--- src/rtl/serdes_disp_pkg.sv ---
// serdes_disp_pkg: shared types and helpers for the BER BCD display path
package serdes_disp_pkg;
    localparam int DIGIT_W = 4;
    typedef logic [DIGIT_W-1:0] bcd_digit_t;
    typedef enum logic [1:0] {IDLE, SHIFT, DONE} bcd_state_t;
    function automatic logic [63:0] disp_max(input int n);
        logic [63:0] p;
        p = 64'd1;
        for (int i = 0; i < n; i++) p = p * 64'd10;
        return p - 64'd1;
    endfunction
endpackage

--- src/rtl/bcd_add3.sv ---
// bcd_add3: double-dabble digit correction, adds 3 when the digit is 5 or more
module bcd_add3
    import serdes_disp_pkg::*;
(
    input  bcd_digit_t d,
    output bcd_digit_t q
);
    assign q = (d >= 4'd5) ? d + 4'd3 : d;
endmodule

--- src/rtl/ber_bcd_display.sv ---
// ber_bcd_display: iterative binary-to-BCD converter with saturation and leading-zero blanking
module ber_bcd_display
    import serdes_disp_pkg::*;
#(
    parameter int BIN_W         = 20,
    parameter int NUM_DIGITS    = 6,
    parameter int BLANK_LEADING = 1
) (
    input  logic                          clk,
    input  logic                          reset_n,
    input  logic                          bin_valid,
    input  logic [BIN_W-1:0]              bin_data,
    output logic                          bin_ready,
    output logic                          busy,
    output logic [DIGIT_W*NUM_DIGITS-1:0] digits,
    output logic [NUM_DIGITS-1:0]         digit_blank,
    output logic                          overflow,
    output logic                          digits_valid
);
    localparam int CNT_W = $clog2(BIN_W + 1);
    localparam int ACC_W = DIGIT_W * NUM_DIGITS;
    localparam logic [63:0] DMAX = disp_max(NUM_DIGITS);
    localparam bit SAT = ((64'd1 << BIN_W) - 64'd1) > DMAX;
    localparam logic [BIN_W:0] DMAX_W = (BIN_W + 1)'(DMAX);
    localparam logic [NUM_DIGITS-1:0] BLANK_RST =
        (BLANK_LEADING != 0) ? {{(NUM_DIGITS - 1){1'b1}}, 1'b0} : '0;

    bcd_state_t            state, state_nxt;
    logic [CNT_W-1:0]      cnt;
    logic [BIN_W-1:0]      sh;
    logic [ACC_W-1:0]      acc, adj;
    logic                  ovf_q, ovf_in, accept;
    logic [NUM_DIGITS-1:0] blank_nxt;

    genvar g;
    generate
        for (g = 0; g < NUM_DIGITS; g++) begin : g_add3
            bcd_add3 u_add3 (.d(acc[DIGIT_W*g +: DIGIT_W]), .q(adj[DIGIT_W*g +: DIGIT_W]));
        end
    endgenerate

    // compare at BIN_W+1 bits so DISP_MAX is never truncated against the input
    assign ovf_in    = SAT && ({1'b0, bin_data} > DMAX_W);
    assign bin_ready = (state == IDLE);
    assign busy      = ~bin_ready;
    assign accept    = bin_ready & bin_valid;

    always_comb begin
        state_nxt = (state == IDLE)  ? (bin_valid ? SHIFT : IDLE) :
                    (state == SHIFT) ? ((cnt == CNT_W'(BIN_W - 1)) ? DONE : SHIFT) : IDLE;
    end

    always_comb begin
        blank_nxt = '0;
        for (int i = 1; i < NUM_DIGITS; i++)
            blank_nxt[i] = (BLANK_LEADING != 0) && ((acc >> (DIGIT_W * i)) == '0);
    end

    always_ff @(posedge clk or negedge reset_n) begin
        if (!reset_n) state <= IDLE;
        else          state <= state_nxt;
    end

    always_ff @(posedge clk or negedge reset_n) begin
        if (!reset_n) begin
            sh           <= '0;
            acc          <= '0;
            cnt          <= '0;
            ovf_q        <= 1'b0;
            digits       <= '0;
            digit_blank  <= BLANK_RST;
            overflow     <= 1'b0;
            digits_valid <= 1'b0;
        end else begin
            digits_valid <= (state == DONE);
            if (accept) begin
                sh    <= ovf_in ? DMAX_W[BIN_W-1:0] : bin_data;
                ovf_q <= ovf_in;
                acc   <= '0;
                cnt   <= '0;
            end else if (state == SHIFT) begin
                acc <= {adj[ACC_W-2:0], sh[BIN_W-1]};
                sh  <= sh << 1;
                cnt <= cnt + 1'b1;
            end
            if (state == DONE) begin
                digits      <= acc;
                digit_blank <= blank_nxt;
                overflow    <= ovf_q;
            end
        end
    end
endmodule

--- config.mk ---
export PLATFORM = sky130hd
export DESIGN_NAME = ber_bcd_display
export DESIGN_NICKNAME = d
export VERILOG_FILES = /design/src/rtl/serdes_disp_pkg.sv /design/src/rtl/bcd_add3.sv /design/src/rtl/ber_bcd_display.sv
export SDC_FILE = /design/constraint.sdc
export NUM_CORES = 1
export LEC_CHECK = 0
export CAP_MARGIN = 20
export CORE_AREA = 5 5 107 119
export DETAILED_ROUTE_END_ITERATION = 10
export DIE_AREA = 0 0 112 124
export SLEW_MARGIN = 0
export SYNTH_ARGS = -nofsm -noshare
export SYNTH_HDL_FRONTEND = slang
export SYNTH_SLANG_ARGS = --single-unit
--- constraint.sdc ---
create_clock -name clk -period 1.7 [get_ports clk]
set_clock_uncertainty 0.15 [all_clocks]
set_input_delay 0.17 -clock clk [delete_from_list [all_inputs] [get_ports clk]]
set_output_delay 0.17 -clock clk [all_outputs]
set_load 0.1 [all_outputs]
# After elaboration in Yosys (flattened, before gate mapping)
# Cells that the tools add are included.
# word_totals
regBits	83
latchBits	0
ramBits	0
rom_bits	0
input_bits	23
output_inout_bits	34
n_memories	0
# classes
n_addsub	7
mul	0
div_mod_pow	0
magnitude_cmp	7
n_eq_ne	3
shift	0
mux	17
n_bitwise	2
reduce_logical	7
# ops
cell	n
logical NOT 24 bit	5
two-way mux 20 bit	3
two-way mux 24 bit	2
>= comparator 4 x 3 -> 1 bit (second input constant)	6
adder 4 x 2 -> 4 bit (second input constant)	5
greater-than comparator 20 bit (second input constant)	1
two-way mux 4 bit	5
two-way mux 5 bit	2
two-way mux 2 bit	3
adder 5 x 1 -> 5 bit (second input constant)	1
== test 5 bit (second input constant)	1
adder 3 x 2 -> 3 bit (second input constant)	1
two-way mux 3 bit	1
== test 2 x 1 -> 1 bit (second input constant)	1
== test 2 bit (second input constant)	1
logical NOT 2 bit	1
nonzero test 2 bit	1
bitwise AND 1 bit	1
two-way mux 1 bit	1
inverter 1 bit	1

# Longest topological paths before layout
# depth
depth_word	4
ltp_mapped	6

# Hierarchy
# From an unflattened synthesis, not the netlist that was laid out.
# unflattened
hier_cells	472
hier_area_um2	4111.4
# by_module_without_submodules
mod	n_inst	cells_per_inst	area_each_um2	seq_area_each_um2
ber_bcd_display	1	376	3503.4	2083.2
bcd_add3	6	16	101.3	0.0

# Worst setup path after synthesis
# OpenSTA, ideal clock, no wires.
# synth_path
path_type	register to output
from	reg state[0]
to	out busy
t_arrival_ns	2.694
required_time_ns	1.380
setup_slack_ns	-1.314
stages_incl_launch_ff	3
n_path_buf	0
cell_sequence	dfrtp_1 -> nor2_1 -> inv_1
# synth_between
elab_chain_cells	2
# synth_lines
element	line_no	text
from (decl)	ber_bcd_display.sv:28	bcd_state_t state, state_nxt;
from (signal assigned)	ber_bcd_display.sv:61	else state <= state_nxt;
logical NOT 2 bit	ber_bcd_display.sv:44	assign bin_ready = (state == IDLE);
net bin_ready	ber_bcd_display.sv:13	output logic bin_ready,
inverter 1 bit	ber_bcd_display.sv:45	assign busy = ~bin_ready;
to (decl)	ber_bcd_display.sv:14	output logic busy,
# The timed path passes the listed nets, and every way through them passes these cells.

# Worst setup path after layout
# layout_path
from	reg state[1]
to	out busy
# layout_between
elab_chain_cells	2
# layout_lines
element	line_no
logical NOT 2 bit	ber_bcd_display.sv:44
inverter 1 bit	ber_bcd_display.sv:45
# No other way between the ends.

==> metrics <==
vias per cell=4.982; post-route cell area=5550 sq um; top cells by area, synth=dfrtp_1 (51%), ha_1 (5.2%), o21ai_0 (5.1%); syn avg cell area=10.42 sq um; CP max stage delay=0.39 ns; 1st-iter DRT viols=148; n_diodes=0; clock-pin slew on the worst setup and hold paths=0.06 ns; Mapped Cells=370; final hold vios=0; Routed Antenna Nets=0; nature of the critical path endpoint=output pin; total power divided by cell area=2199 nW/um^2; hold_ws=0.2273 ns; largest area contributor in the netlist=dfrtp_1; status=finished clean; Slew Limit Fails=0; Placer Congestion=0.8248; Post-Syn Nets=409; endpoints failing setup=0; FF/Latch Area=2085 sq um; GRT Resource Usage Total=0.1347; Multi-input gate area=1682 sq um; Seq/Total Area, Yosys=0.5404; Clock H-tree levels=3; clk root buf=clkbuf_16; synthesized-area fraction occupied by and/or/nand/nor cells=0.1217; antenna violations before repair=0; global route overflow=0; Post-Synth Adder-Cell Area=0.05193; CP Cell Sequence=buf_4 -> nor2_4 -> inv_2 -> buf_12; Layout fillers=1030; critical path required time=1.38 ns; Num CTS Buffers=9; CP Max Fanout=9; Post-synth ARST share=1.000; HP Class=input port to async pin; flops & latches, synth=83; startpoint types=register; Primary FF master, synth=dfrtp_1; HPWL after detailed placement=6.231 mm; complex-gate fraction of the synthesized area=0.1824; die width=112 microns; combinational family with the most area after synthesis=compound AO/OA/AOI/OAI gates; Max-Cap Viols=0; global-route wire length before repair=15.05 mm; Critical-path top delay cell=dfrtp_1; Distinct cells, synth=40; vias after detailed routing=3024; Worst-Skew Late Latency=0.34 ns; mean routed wirelength per cell=14.37 microns; CORE AREA=11340 sq um; xor-xnor portion of the synthesized cell area=0.01818; vias in the first global route=3134; Setup CP Type=register to output pin; Syn Std Cell Area=3855 sq um; CTS tree=yes; post-synth top area share=0.5063; crit path DAT=1.29 ns; drt drc=0; Ys Warns=0; leakage power=2.396 nW; minimum clock period=1.614 ns; Longest Clk Path Bufs=2; Die Y=124 microns; Tcrit/Tclk final=0.9494; CTS sink cnt=83; largest net degree at the start of global routing=84; Post-synth EDFFs=0; Max Freq=619.6 MHz; number of top-level pins=57; RSZ-0062 raised after global routing=true; Worst path top cell family by delay=buffers and inverters; Area Growth Syn to Fin=43.98%; worst path bufs/invs=3; die area=13890 sq um; Max VDD drop=870.4 uV; Initial Utilization=0.3400; Post-DP Area=5180 sq um; layout cells sized above 1=0.2735; DRT Pass-1 Iters=4; PortBufs=55; Detailed Route WL=8.723 mm; row count=41; fin nets=491; post-synthesis mux area share=0.04317; Layout Utilization=0.4896
==> synthesized netlist by cell type (all sizes together) (2+ instances only) <==
cell type and count:
dfrtp 78, nand2 48, o21ai 40, a21oi 18
buf 16, ha 16, inv 14, nand3 14
nor2 14, mux2 13, o22ai 11, a22oi 10
o31ai 10, nand2b 8, a32o 6, o311ai 6
xnor2 6, dfstp 5, clkbuf 4, o32ai 4
nand3b 3, nand4 3, nor2b 3, nor3 3
mux2i 2, o211ai 2, o21a 2, xor2 2
==> layout make-up <==
class / count / share of cell area
Tap cell: 150 / 0.03381
Inverter: 14 / 0.009468
Clock buffer: 9 / 0.04058
Sequential cell: 83 / 0.3756
Multi-Input combinational cell: 253 / 0.3030
Timing Repair Buffer: 91 / 0.2209
Clock inverter: 7 / 0.01668
==> layout by cell type (no fill, tap or decap), drive strengths merged, types with 4 or more instances in the layout <==
cell type	synthesis	routed
a21oi	18	18
a22oi	10	10
a32o	6	6
buf	16	69
clkbuf	4	9
clkdlybuf4s50	0	21
dfrtp	78	78
dfstp	5	5
ha	16	16
inv	14	14
mux2	13	13
nand2	48	48
nand2b	8	8
nand3	14	14
nor2	14	14
o21ai	40	40
o22ai	11	11
o311ai	6	6
o31ai	10	10
o32ai	4	4
xnor2	6	6
==> where the power goes <==
part	internal (mW)	switching, mW	total, mW
Clock	1.28	0.779	2.06
Sequential	2.82	0.763	3.58
Combinational	2.66	3.91	6.57
==> layer usage <==
metal  share of wire  vias to the layer above  wire length [microns]  GRT usage
met1            0.45                     1455                   3947     0.1619
met5               0                        -                      0          0
li1                -                     1493                      -          -
met2            0.48                       65                   4172     0.2286
met3           0.055                       11                    484    0.04373
met4           0.014                        0                    118    0.04808
==> per-stage QoR <==
stage                     power [mW]  setup slack (ns)  std cells   TNS (ns)
after detailed placement       10.13          -0.01952        589   -0.04437
after global routing           12.91         -0.003505        607  -0.003505
after CTS                      12.24          0.006757        606          0
after global placement         9.969           0.02493        589          0
final                          12.20           0.08594        607          0
after floorplan                7.603           -0.1674        370    -0.5840
==> worst min-delay path: cells and delay by family <==
family / cells / cell delay, ns
buf+inv: 3 / 0.96
==> path summary, 6_finish.rpt <==
check                               start        endpoint  slack (ns)  cells past startpoint
max                              state[1]            busy        0.09                      4
min in group clk             bin_data[12]          sh[12]        0.27                      3
max reg2reg                       acc[20]  digit_blank[1]        0.10                      5
min                               reset_n          sh[17]        0.23                      3
max in group asynchronous         reset_n  digit_blank[3]        0.77                      3
min reg2reg                digit_blank[2]  digit_blank[2]        0.33                      2
==> cells by family (layout without fill, tap and decap cells) <==
kind of cell,Yosys count,count (layout)
xor+xnor,8,8
compound gates,111,111
simple gates,102,102
flops,83,83
other cells,1,1
mux,15,15
buf+inv,34,121
fa+ha+maj,16,16
==> repair_timing <==
item / 4_1_cts / 5_1_grt
pin swaps: 0 / 2
hold endpoints to repair: 78 / 0
buffers inserted: 0 / 1
hold buffers: 1 / 0
setup endpoints to repair: 2 / 13
resized for setup: 2 / 14
==> sequential cells by signal, indices dropped and copies added (netlist names) <==
register	count
digits_valid	1
state	2
digits	24
ovf_q	1
cnt	5
acc	24
sh	20
digit_blank	5
overflow	1
No activity file was read; power rests on OpenSTA's default activity.
